`config.mk`:
```
export PLATFORM = sky130hd
export DESIGN_NAME = trackball_source_arb
export DESIGN_NICKNAME = d
export VERILOG_FILES = /design/src/rtl/trackball_source_arb.sv
export SDC_FILE = /design/constraint.sdc
export NUM_CORES = 1
export LEC_CHECK = 0
export CAP_MARGIN = 20
export CORE_UTILIZATION = 55
export DETAILED_ROUTE_END_ITERATION = 8
export PLACE_DENSITY_LB_ADDON = 0.08
export SLEW_MARGIN = 20
export SYNTH_ARGS = -nofsm -noshare
export SYNTH_HDL_FRONTEND = slang
export SYNTH_SLANG_ARGS = --single-unit
```
`constraint.sdc`:
```
create_clock -name clk -period 4.8 [get_ports clk]
set_input_delay 0.96 -clock clk [delete_from_list [all_inputs] [get_ports clk]]
set_output_delay 0.96 -clock clk [all_outputs]
set_load 0.01 [all_outputs]
```
`src/rtl/trackball_source_arb.sv`:
```
// Trackball source arbiter: picks one of PS/2 mouse, digital joystick or
// analog joystick as the motion source, paces joystick ticks, applies
// dead-zone and speed scaling, and emits one registered move command per
// accepted event. Axes not updated by a command carry magnitude 0, dir 0.
module trackball_source_arb #(
  parameter int unsigned DIG_DIV     = 60000,
  parameter int unsigned ANA_DIV     = 300000,
  parameter int unsigned LOCK_CYCLES = 1000000,
  parameter int unsigned DEADZONE    = 10
) (
  input  logic        clk,
  input  logic        reset,
  input  logic [3:0]  joystick,
  input  logic [15:0] joystick_analog,
  input  logic        joystick_mode,
  input  logic        joystick_sensitivity,
  input  logic [1:0]  mouse_speed,
  input  logic [24:0] ps2_mouse,
  output logic        cmd_valid,
  output logic        cmd_x_en,
  output logic        cmd_y_en,
  output logic        cmd_h_dir,
  output logic        cmd_v_dir,
  output logic [7:0]  cmd_mag_x,
  output logic [7:0]  cmd_mag_y,
  output logic        cmd_long_falloff,
  output logic [1:0]  owner
);

  localparam int DIG_W  = (DIG_DIV > 0) ? $clog2(DIG_DIV + 1) : 1;
  localparam int ANA_W  = (ANA_DIV > 0) ? $clog2(ANA_DIV + 1) : 1;
  localparam int LOCK_W = (LOCK_CYCLES > 0) ? $clog2(LOCK_CYCLES + 1) : 1;
  localparam logic [DIG_W-1:0]  DIG_MAX  = DIG_W'(DIG_DIV);
  localparam logic [ANA_W-1:0]  ANA_MAX  = ANA_W'(ANA_DIV);
  localparam logic [LOCK_W-1:0] LOCK_MAX = LOCK_W'(LOCK_CYCLES);
  localparam logic [7:0]        DZ       = 8'(DEADZONE);

  typedef enum logic [1:0] {
    ST_IDLE  = 2'd0,
    ST_MOUSE = 2'd1,
    ST_JOY   = 2'd2
  } state_t;

  state_t            state_reg;
  logic [LOCK_W-1:0] lock_reg;
  logic              toggle_reg;
  logic              mode_reg;
  logic [DIG_W-1:0]  dig_cnt_reg;
  logic [ANA_W-1:0]  ana_cnt_reg;

  logic       mouse_evt;
  logic [7:0] mouse_mag_x;
  logic [7:0] mouse_mag_y;
  logic       mode_change;
  logic       dig_tick;
  logic       ana_tick;
  logic [7:0] dig_mag;
  logic [7:0] ana_x;
  logic [7:0] ana_y;
  logic       joy_evt;
  logic       joy_x_en;
  logic       joy_y_en;
  logic       joy_h_dir;
  logic       joy_v_dir;
  logic [7:0] joy_mag_x;
  logic [7:0] joy_mag_y;
  logic       joy_long;
  logic       unused_bits;

  // Mouse speed: quarter, half, unity, double (double wraps at 8 bits).
  function automatic logic [7:0] scale_mouse(input logic [7:0] m, input logic [1:0] s);
    case (s)
      2'd0:    scale_mouse = m >> 2;
      2'd1:    scale_mouse = m >> 1;
      2'd2:    scale_mouse = m;
      default: scale_mouse = {m[6:0], 1'b0};
    endcase
  endfunction

  // Analog magnitude: 7-bit sign-magnitude fold, dead zone, then sensitivity shift.
  function automatic logic [7:0] ana_mag(input logic [7:0] v, input logic sens);
    logic [6:0] mag7;
    logic [7:0] m;
    mag7 = v[7] ? (~v[6:0] + 7'd1) : v[6:0];
    m    = {1'b0, mag7};
    if (m < DZ)
      ana_mag = 8'd0;
    else if (sens)
      ana_mag = m >> 2;
    else
      ana_mag = m >> 1;
  endfunction

  assign unused_bits = ^{ps2_mouse[7:6], ps2_mouse[3:0]};

  assign mouse_evt   = ps2_mouse[24] ^ toggle_reg;
  assign mouse_mag_x = scale_mouse(ps2_mouse[4] ? (~ps2_mouse[15:8] + 8'd1) : ps2_mouse[15:8],
                                   mouse_speed);
  assign mouse_mag_y = scale_mouse(ps2_mouse[5] ? (~ps2_mouse[23:16] + 8'd1) : ps2_mouse[23:16],
                                   mouse_speed);

  assign mode_change = joystick_mode ^ mode_reg;
  assign dig_tick    = ~mode_change & ~joystick_mode & (dig_cnt_reg == '0);
  assign ana_tick    = ~mode_change &  joystick_mode & (ana_cnt_reg == '0);
  assign dig_mag     = joystick_sensitivity ? 8'd32 : 8'd16;
  assign ana_x       = joystick_analog[7:0];
  assign ana_y       = joystick_analog[15:8];
  assign owner       = state_reg;

  // Build the candidate joystick command for this cycle's tick, if any.
  always_comb begin
    joy_evt   = 1'b0;
    joy_x_en  = 1'b0;
    joy_y_en  = 1'b0;
    joy_h_dir = 1'b0;
    joy_v_dir = 1'b0;
    joy_mag_x = 8'd0;
    joy_mag_y = 8'd0;
    joy_long  = 1'b0;
    if (dig_tick) begin
      joy_x_en  = joystick[0] | joystick[1];
      joy_y_en  = joystick[2] | joystick[3];
      joy_h_dir = joystick[1];                  // left wins over right
      joy_v_dir = joystick[2] & ~joystick[3];   // up wins over down
      joy_mag_x = joy_x_en ? dig_mag : 8'd0;
      joy_mag_y = joy_y_en ? dig_mag : 8'd0;
      joy_long  = 1'b1;
      joy_evt   = joy_x_en | joy_y_en;
    end else if (ana_tick) begin
      joy_x_en  = |ana_x;
      joy_y_en  = |ana_y;
      joy_h_dir = ana_x[7];
      joy_v_dir = joy_y_en & ~ana_y[7];
      joy_mag_x = ana_mag(ana_x, joystick_sensitivity);
      joy_mag_y = ana_mag(ana_y, joystick_sensitivity);
      joy_long  = 1'b0;
      joy_evt   = joy_x_en | joy_y_en;
    end
  end

  // Tick dividers: active mode counts down, inactive mode and mode changes reload.
  always_ff @(posedge clk) begin
    if (reset) begin
      dig_cnt_reg <= DIG_MAX;
      ana_cnt_reg <= ANA_MAX;
      mode_reg    <= joystick_mode;
    end else begin
      mode_reg <= joystick_mode;
      if (mode_change || joystick_mode || dig_cnt_reg == '0)
        dig_cnt_reg <= DIG_MAX;
      else
        dig_cnt_reg <= dig_cnt_reg - DIG_W'(1);
      if (mode_change || !joystick_mode || ana_cnt_reg == '0)
        ana_cnt_reg <= ANA_MAX;
      else
        ana_cnt_reg <= ana_cnt_reg - ANA_W'(1);
    end
  end

  // Ownership FSM with lock timer and registered command outputs.
  always_ff @(posedge clk) begin
    if (reset) begin
      state_reg        <= ST_IDLE;
      lock_reg         <= '0;
      toggle_reg       <= ps2_mouse[24];
      cmd_valid        <= 1'b0;
      cmd_x_en         <= 1'b0;
      cmd_y_en         <= 1'b0;
      cmd_h_dir        <= 1'b0;
      cmd_v_dir        <= 1'b0;
      cmd_mag_x        <= 8'd0;
      cmd_mag_y        <= 8'd0;
      cmd_long_falloff <= 1'b0;
    end else begin
      toggle_reg <= ps2_mouse[24];
      cmd_valid  <= 1'b0;
      if (mouse_evt) begin
        // Mouse is always accepted and preempts a joystick owner.
        state_reg        <= ST_MOUSE;
        lock_reg         <= LOCK_MAX;
        cmd_valid        <= 1'b1;
        cmd_x_en         <= 1'b1;
        cmd_y_en         <= 1'b1;
        cmd_h_dir        <= ps2_mouse[4];
        cmd_v_dir        <= ps2_mouse[5];
        cmd_mag_x        <= mouse_mag_x;
        cmd_mag_y        <= mouse_mag_y;
        cmd_long_falloff <= 1'b1;
      end else if (joy_evt && state_reg != ST_MOUSE) begin
        state_reg        <= ST_JOY;
        lock_reg         <= LOCK_MAX;
        cmd_valid        <= 1'b1;
        cmd_x_en         <= joy_x_en;
        cmd_y_en         <= joy_y_en;
        cmd_h_dir        <= joy_h_dir;
        cmd_v_dir        <= joy_v_dir;
        cmd_mag_x        <= joy_mag_x;
        cmd_mag_y        <= joy_mag_y;
        cmd_long_falloff <= joy_long;
      end else if (state_reg != ST_IDLE) begin
        // Reaching zero releases ownership; an accepted event above reloads first.
        if (lock_reg <= LOCK_W'(1)) begin
          state_reg <= ST_IDLE;
          lock_reg  <= '0;
        end else begin
          lock_reg <= lock_reg - LOCK_W'(1);
        end
      end
    end
  end

endmodule
```
-- After elaboration in Yosys (flattened, before gate mapping)
Index checks and enable logic that the tools add are counted.
- register bits after elaboration: 81
- input port bits: 51
- output and inout bits: 24
- logic and storage cells: 124
- add/sub/neg operators: 7
- magnitude comparators: 3
- equality and inequality tests: 3
- mux-type cells: 52
- bitwise gates (word level): 20
- reduce and logical (&&, ||, !) cells: 23
- operators with widths (cell ; count):
    $mux 20 ; 4
    $mux 6 ; 11
    $mux 8 ; 6
    $pmux 8 s3 ; 2
    $mux 1 ; 24
    $le 20x1->1 const B ; 1
    $sub 20x1->20 const B ; 1
    $logic_not 19->1 ; 1
    $sub 19x1->19 const B ; 1
    $add 8x1->8 const B ; 2
    $logic_not 16->1 ; 1
    $not 8->8 ; 2
    $reduce_or 8->1 ; 2
    $sub 16x1->16 const B ; 1
    $add 7x1->7 const B ; 2
    $lt 7x4->1 const B ; 2
    $mux 7 ; 2
    $not 7->7 ; 2
    $reduce_bool 2->1 ; 4
    $and 1x1->1 ; 6
    $mux 2 ; 3
    $reduce_bool 3->1 ; 2
    $reduce_or 2->1 ; 3
    $logic_or 1x1->1 ; 4
    other kinds (11) ; 19

-- Longest topological paths before layout
- depth in word-level cells: 9
- mapped depth: 10
- gate-level depth less buffers: 9

-- Worst setup path before layout
No wires, ideal clock.
- path kind: input to register
- start point: input port joystick_analog[0]
- end point: register cmd_h_dir
- library setup time: 0.059 ns
- arrival time: 2.907 ns
- required time: 4.741 ns
- path slack: 1.835 ns
- stages: 9
- buffers on the path: 1
- cell sequence: inv_1 -> ha_1 -> or3b_2 -> nor4_1 -> a2111oi_0 -> o21ai_1 -> and2_1 -> buf_2 -> a22o_1
- word-level cells in the longest chain between the ends: 6
- ends and longest elaborated chain (what ; RTL line ; source):
    start: declaration ; 14 ; input logic [15:0] joystick_analog,
    $reduce_or 8->1 ; 130 ; joy_x_en = |ana_x;
    $or 1x1->1 ; 137 ; joy_evt = joy_x_en | joy_y_en;
    $mux 1 ; 129 ; end else if (ana_tick) begin
    $mux 1 ; 120 ; if (dig_tick) begin
    $logic_and 1x1->1 ; 189 ; end else if (joy_evt && state_reg != ST_MOUSE) begin
    $reduce_bool 2->1 (no line) ; n/a ;
    end signal: assignment ; 184 ; cmd_h_dir <= ps2_mouse[4];
    end signal: assignment ; 195 ; cmd_h_dir <= joy_h_dir;
    end: declaration ; 22 ; output logic cmd_h_dir,
Every way passes these cells.
A chain may end at the register's enable or synchronous reset.

-- Worst setup path after layout
- start point: input port joystick_analog[1]
- end point: register cmd_mag_y[3]
- word-level cells in the longest chain between the ends: 6
- ends and longest elaborated chain (what ; RTL line ; source):
    $reduce_or 8->1 ; 130 ;
    $or 1x1->1 ; 137 ;
    $mux 1 ; 129 ;
    $mux 1 ; 120 ;
    $logic_and 1x1->1 ; 189 ;
    $reduce_bool 2->1 (no line) ; n/a ;
    end signal: assignment ; 187 ; cmd_mag_y <= mouse_mag_y;
    end signal: assignment ; 198 ; cmd_mag_y <= joy_mag_y;
    end: declaration ; 25 ; output logic [7:0] cmd_mag_y,
Every way passes these cells.

==> impl_metrics.env <==
export IMPL_die_x_um=94.8
export IMPL_async_flop_share_pct=0
export IMPL_synth_area_per_cell_um2=8.29
export IMPL_slowest_delay_ps=530
export IMPL_synth_top_cell_area_share_pct=34.2
export IMPL_met1_usage_pct=31.5
export IMPL_worstSetupPathType="input port to flop"
export IMPL_synth_area_leaders="dfxtp_1, xnor2_1, nor2_1"
export IMPL_antenna_found_initial=0
export IMPL_area_growth_synth_to_final_pct=19.5
export IMPL_synth_top_area_cell="dfxtp_1"
export IMPL_hold_viol=0
export IMPL_overflow=0
export IMPL_fin_setup_tns_ps=0
export IMPL_clkTransAtPathRegs_ps=90
export IMPL_viasPerCell=5.83
export IMPL_layout_drive_gt1_share_pct=6.30
export IMPL_busiest_layer="met2"
export IMPL_p_comb_share_pct=22.5
export IMPL_critPathRequiredTime_ps=5100
export IMPL_synth_edff_count=0
export IMPL_grtUsageTotal_pct=25.7
export IMPL_fin_crit_ps=3670
export IMPL_worstRegToRegCells=6
export IMPL_synth_cell_types=66
export IMPL_cp_start_kind="input port"
export IMPL_dieArea_um2=8980
export IMPL_post_place_ws_ps=767
export IMPL_irDropWorstVdd_v=0.000210
export IMPL_period_share_pct=76.4
export IMPL_grt_util_met2_pct=45.7
export IMPL_cts_root_buf="clkbuf_8"
export IMPL_num_vias=4314
export IMPL_slew_headroom_pct=27.2
export IMPL_drv_slew=0
export IMPL_cts_buffers=9
export IMPL_pwr_share_seq_pct=45.4
export IMPL_use_met3_pct=4.99
export IMPL_cp_data_arrival_time_ps=3970
export IMPL_final_util_pct=68.5
export IMPL_placement_io_buffers=68
export IMPL_postCtsHoldBufs=0
export IMPL_setup_viol=0
export IMPL_cts_resized=0
export IMPL_p_clk_share_pct=32.1
export IMPL_largest_reg_flops=20
export IMPL_grt_max_degree=22
export IMPL_drv_cap=0
export IMPL_fin_skew_ps=17.4
export IMPL_antenna_cells=0
export IMPL_hpwlAfterDp_um=8410
export IMPL_dr_pass1_iters=5
export IMPL_postCtsSetupRepairBufs=0
export IMPL_hp_class="flop to flop"
export IMPL_wl_um=11000
export IMPL_ioPinCount=75
export IMPL_run_status="finished clean"
export IMPL_cts_tree="yes"
export IMPL_syn_area_um2=4730
export IMPL_p_int_mw=1.14
export IMPL_grt_pass1_vias=4058
export IMPL_p_per_area_nw_per_um2=291
export IMPL_p_leak_nw=2.00
export IMPL_die_h_um=94.8
export IMPL_post_drt_wl_per_cell_um=14.9
export IMPL_start_util_pct=57.3
export IMPL_cts_sinks=81
export IMPL_syn_nets=632
export IMPL_worst_slack_ps=1130
export IMPL_drcViolationCount=0
export IMPL_clock_path_buffers=2
export IMPL_insertion_delay_ps=360
export IMPL_synth_warnings=0
export IMPL_htreeDepth=3
export IMPL_grt_pass1_wl_um=18300
export IMPL_cp_max_fo=14
export IMPL_worstMarginPinSlew_ps=1080
export IMPL_rsz0062_at_grt="no"
export IMPL_final_cell_mix="dfxtp_1, clkdlybuf4s50_1, nor2_1"
export IMPL_ys_ff_latch=81
export IMPL_synth_yosys_seq_area_share_pct=34.2
export IMPL_slowest_stage="and2_1"
export IMPL_antenna_left=0
export IMPL_gp_congestion=0.872
export IMPL_fmax_mhz=273
export IMPL_drtIter0Drc=164
export IMPL_switching_share_pct=30.4
export IMPL_placed_cells=724
export IMPL_critical_path_cell_chain="clkdlybuf4s50_1 > inv_1 > ha_1 > or3b_2 > nor4_1 > a2111oi_0 > o21ai_1 > and2_1 > a221o_1"
export IMPL_cp_end_kind="flop"
export IMPL_power_switching_mw=0.501
export IMPL_stdcell_count=740
export IMPL_syn_inst=571
export IMPL_ys_flop_type="dfxtp_1"
export IMPL_rows=33
export IMPL_nets=691
export IMPL_core_area_um2=8260
export IMPL_final_common_cell="dfxtp_1"
export IMPL_hold_path_depth=1
## synth_stat cells, types with 5 or more instances
master    count
or4_1         9
nand3_1      17
xor2_1       21
inv_1        22
nand2_1      44
mux2i_1      10
nor2_1       63
nand2b_1      9
clkbuf_1     15
ha_1         10
xnor2_1      38
a21oi_1      25
nor3_1       24
nor4_1       19
o31ai_1      10
dfxtp_1      81
or3_1        12
nand3b_1      5
o21ai_1       8
o21ai_0      37
## power groups by stage
stage	Combinational (mW)	Sequential, mW	Clock, mW
after CTS	0.370	0.746	0.537
final	0.371	0.747	0.527
after global routing	0.409	0.752	0.571
after floorplan	0.229	0.762	0
after detailed placement	0.367	0.762	0
after global placement	0.358	0.760	0
## routing by layer
metal	share of wire (%)	vias up
met5	0	-
met4	1.2	0
li1	-	2186
met1	45	2014
met3	5.2	12
met2	48	102
## final cells by class
class | instances | area (um^2)
Fill cell | 712 | 2600
Clock inverter | 7 | 86.3
Multi-Input combinational cell | 445 | 2910
Clock buffer | 9 | 124
Sequential cell | 81 | 1620
Tap cell | 105 | 131
Inverter | 23 | 86.3
Timing Repair Buffer | 70 | 696
## cell families (layout without fill, tap and decap cells)
| kind of cell | after synthesis | in the layout | synth area share (%) |
|---|---|---|---|
| AO/OA/AOI/OAI | 126 | 126 | 17.5 |
| XOR/XNOR | 59 | 59 | 10.9 |
| adder cells (fa/ha/maj) | 10 | 10 | 2.64 |
| buffers and inverters | 45 | 109 | 4.20 |
| flip-flops | 81 | 81 | 34.2 |
| multiplexers | 18 | 18 | 5.26 |
| AND/OR/NAND/NOR | 232 | 232 | 25.2 |
## worst max-delay path, delay by kind of cell
family / cells / cell delay, ps
simple gates: 3 / 1440
buf+inv: 2 / 540
compound gates: 3 / 850
fa+ha+maj: 1 / 190
## path summary, 6_finish.rpt
| kind | slack (ps) | startpoint | to |
|---|---|---|---|
| worst max-delay path | 1130 | joystick_analog[1] | cmd_mag_y[3]$_SDFFE_PP0P_ |
| worst min-delay path | 450 | ana_cnt_reg[0]$_SDFF_PP0_ | ana_cnt_reg[0]$_SDFF_PP0_ |
| worst max register to register | 1920 | ana_cnt_reg[12]$_SDFF_PP1_ | cmd_mag_y[3]$_SDFFE_PP0P_ |
| worst min register to register | 450 | ana_cnt_reg[0]$_SDFF_PP0_ | ana_cnt_reg[0]$_SDFF_PP0_ |
## stage by stage
| step | total power [mW] | hold slack, ps | cell area [um^2] |
|---|---|---|---|
| after CTS | 1.65 | 459 | 5660 |
| after detailed placement | 1.13 | 440 | 5450 |
| after global placement | 1.12 | 427 | 5450 |
| after global routing | 1.73 | 485 | 5660 |
| after floorplan | 0.991 | 413 | 4730 |
| final | 1.64 | 451 | 5660 |
Power figures use the tool's default switching activity.
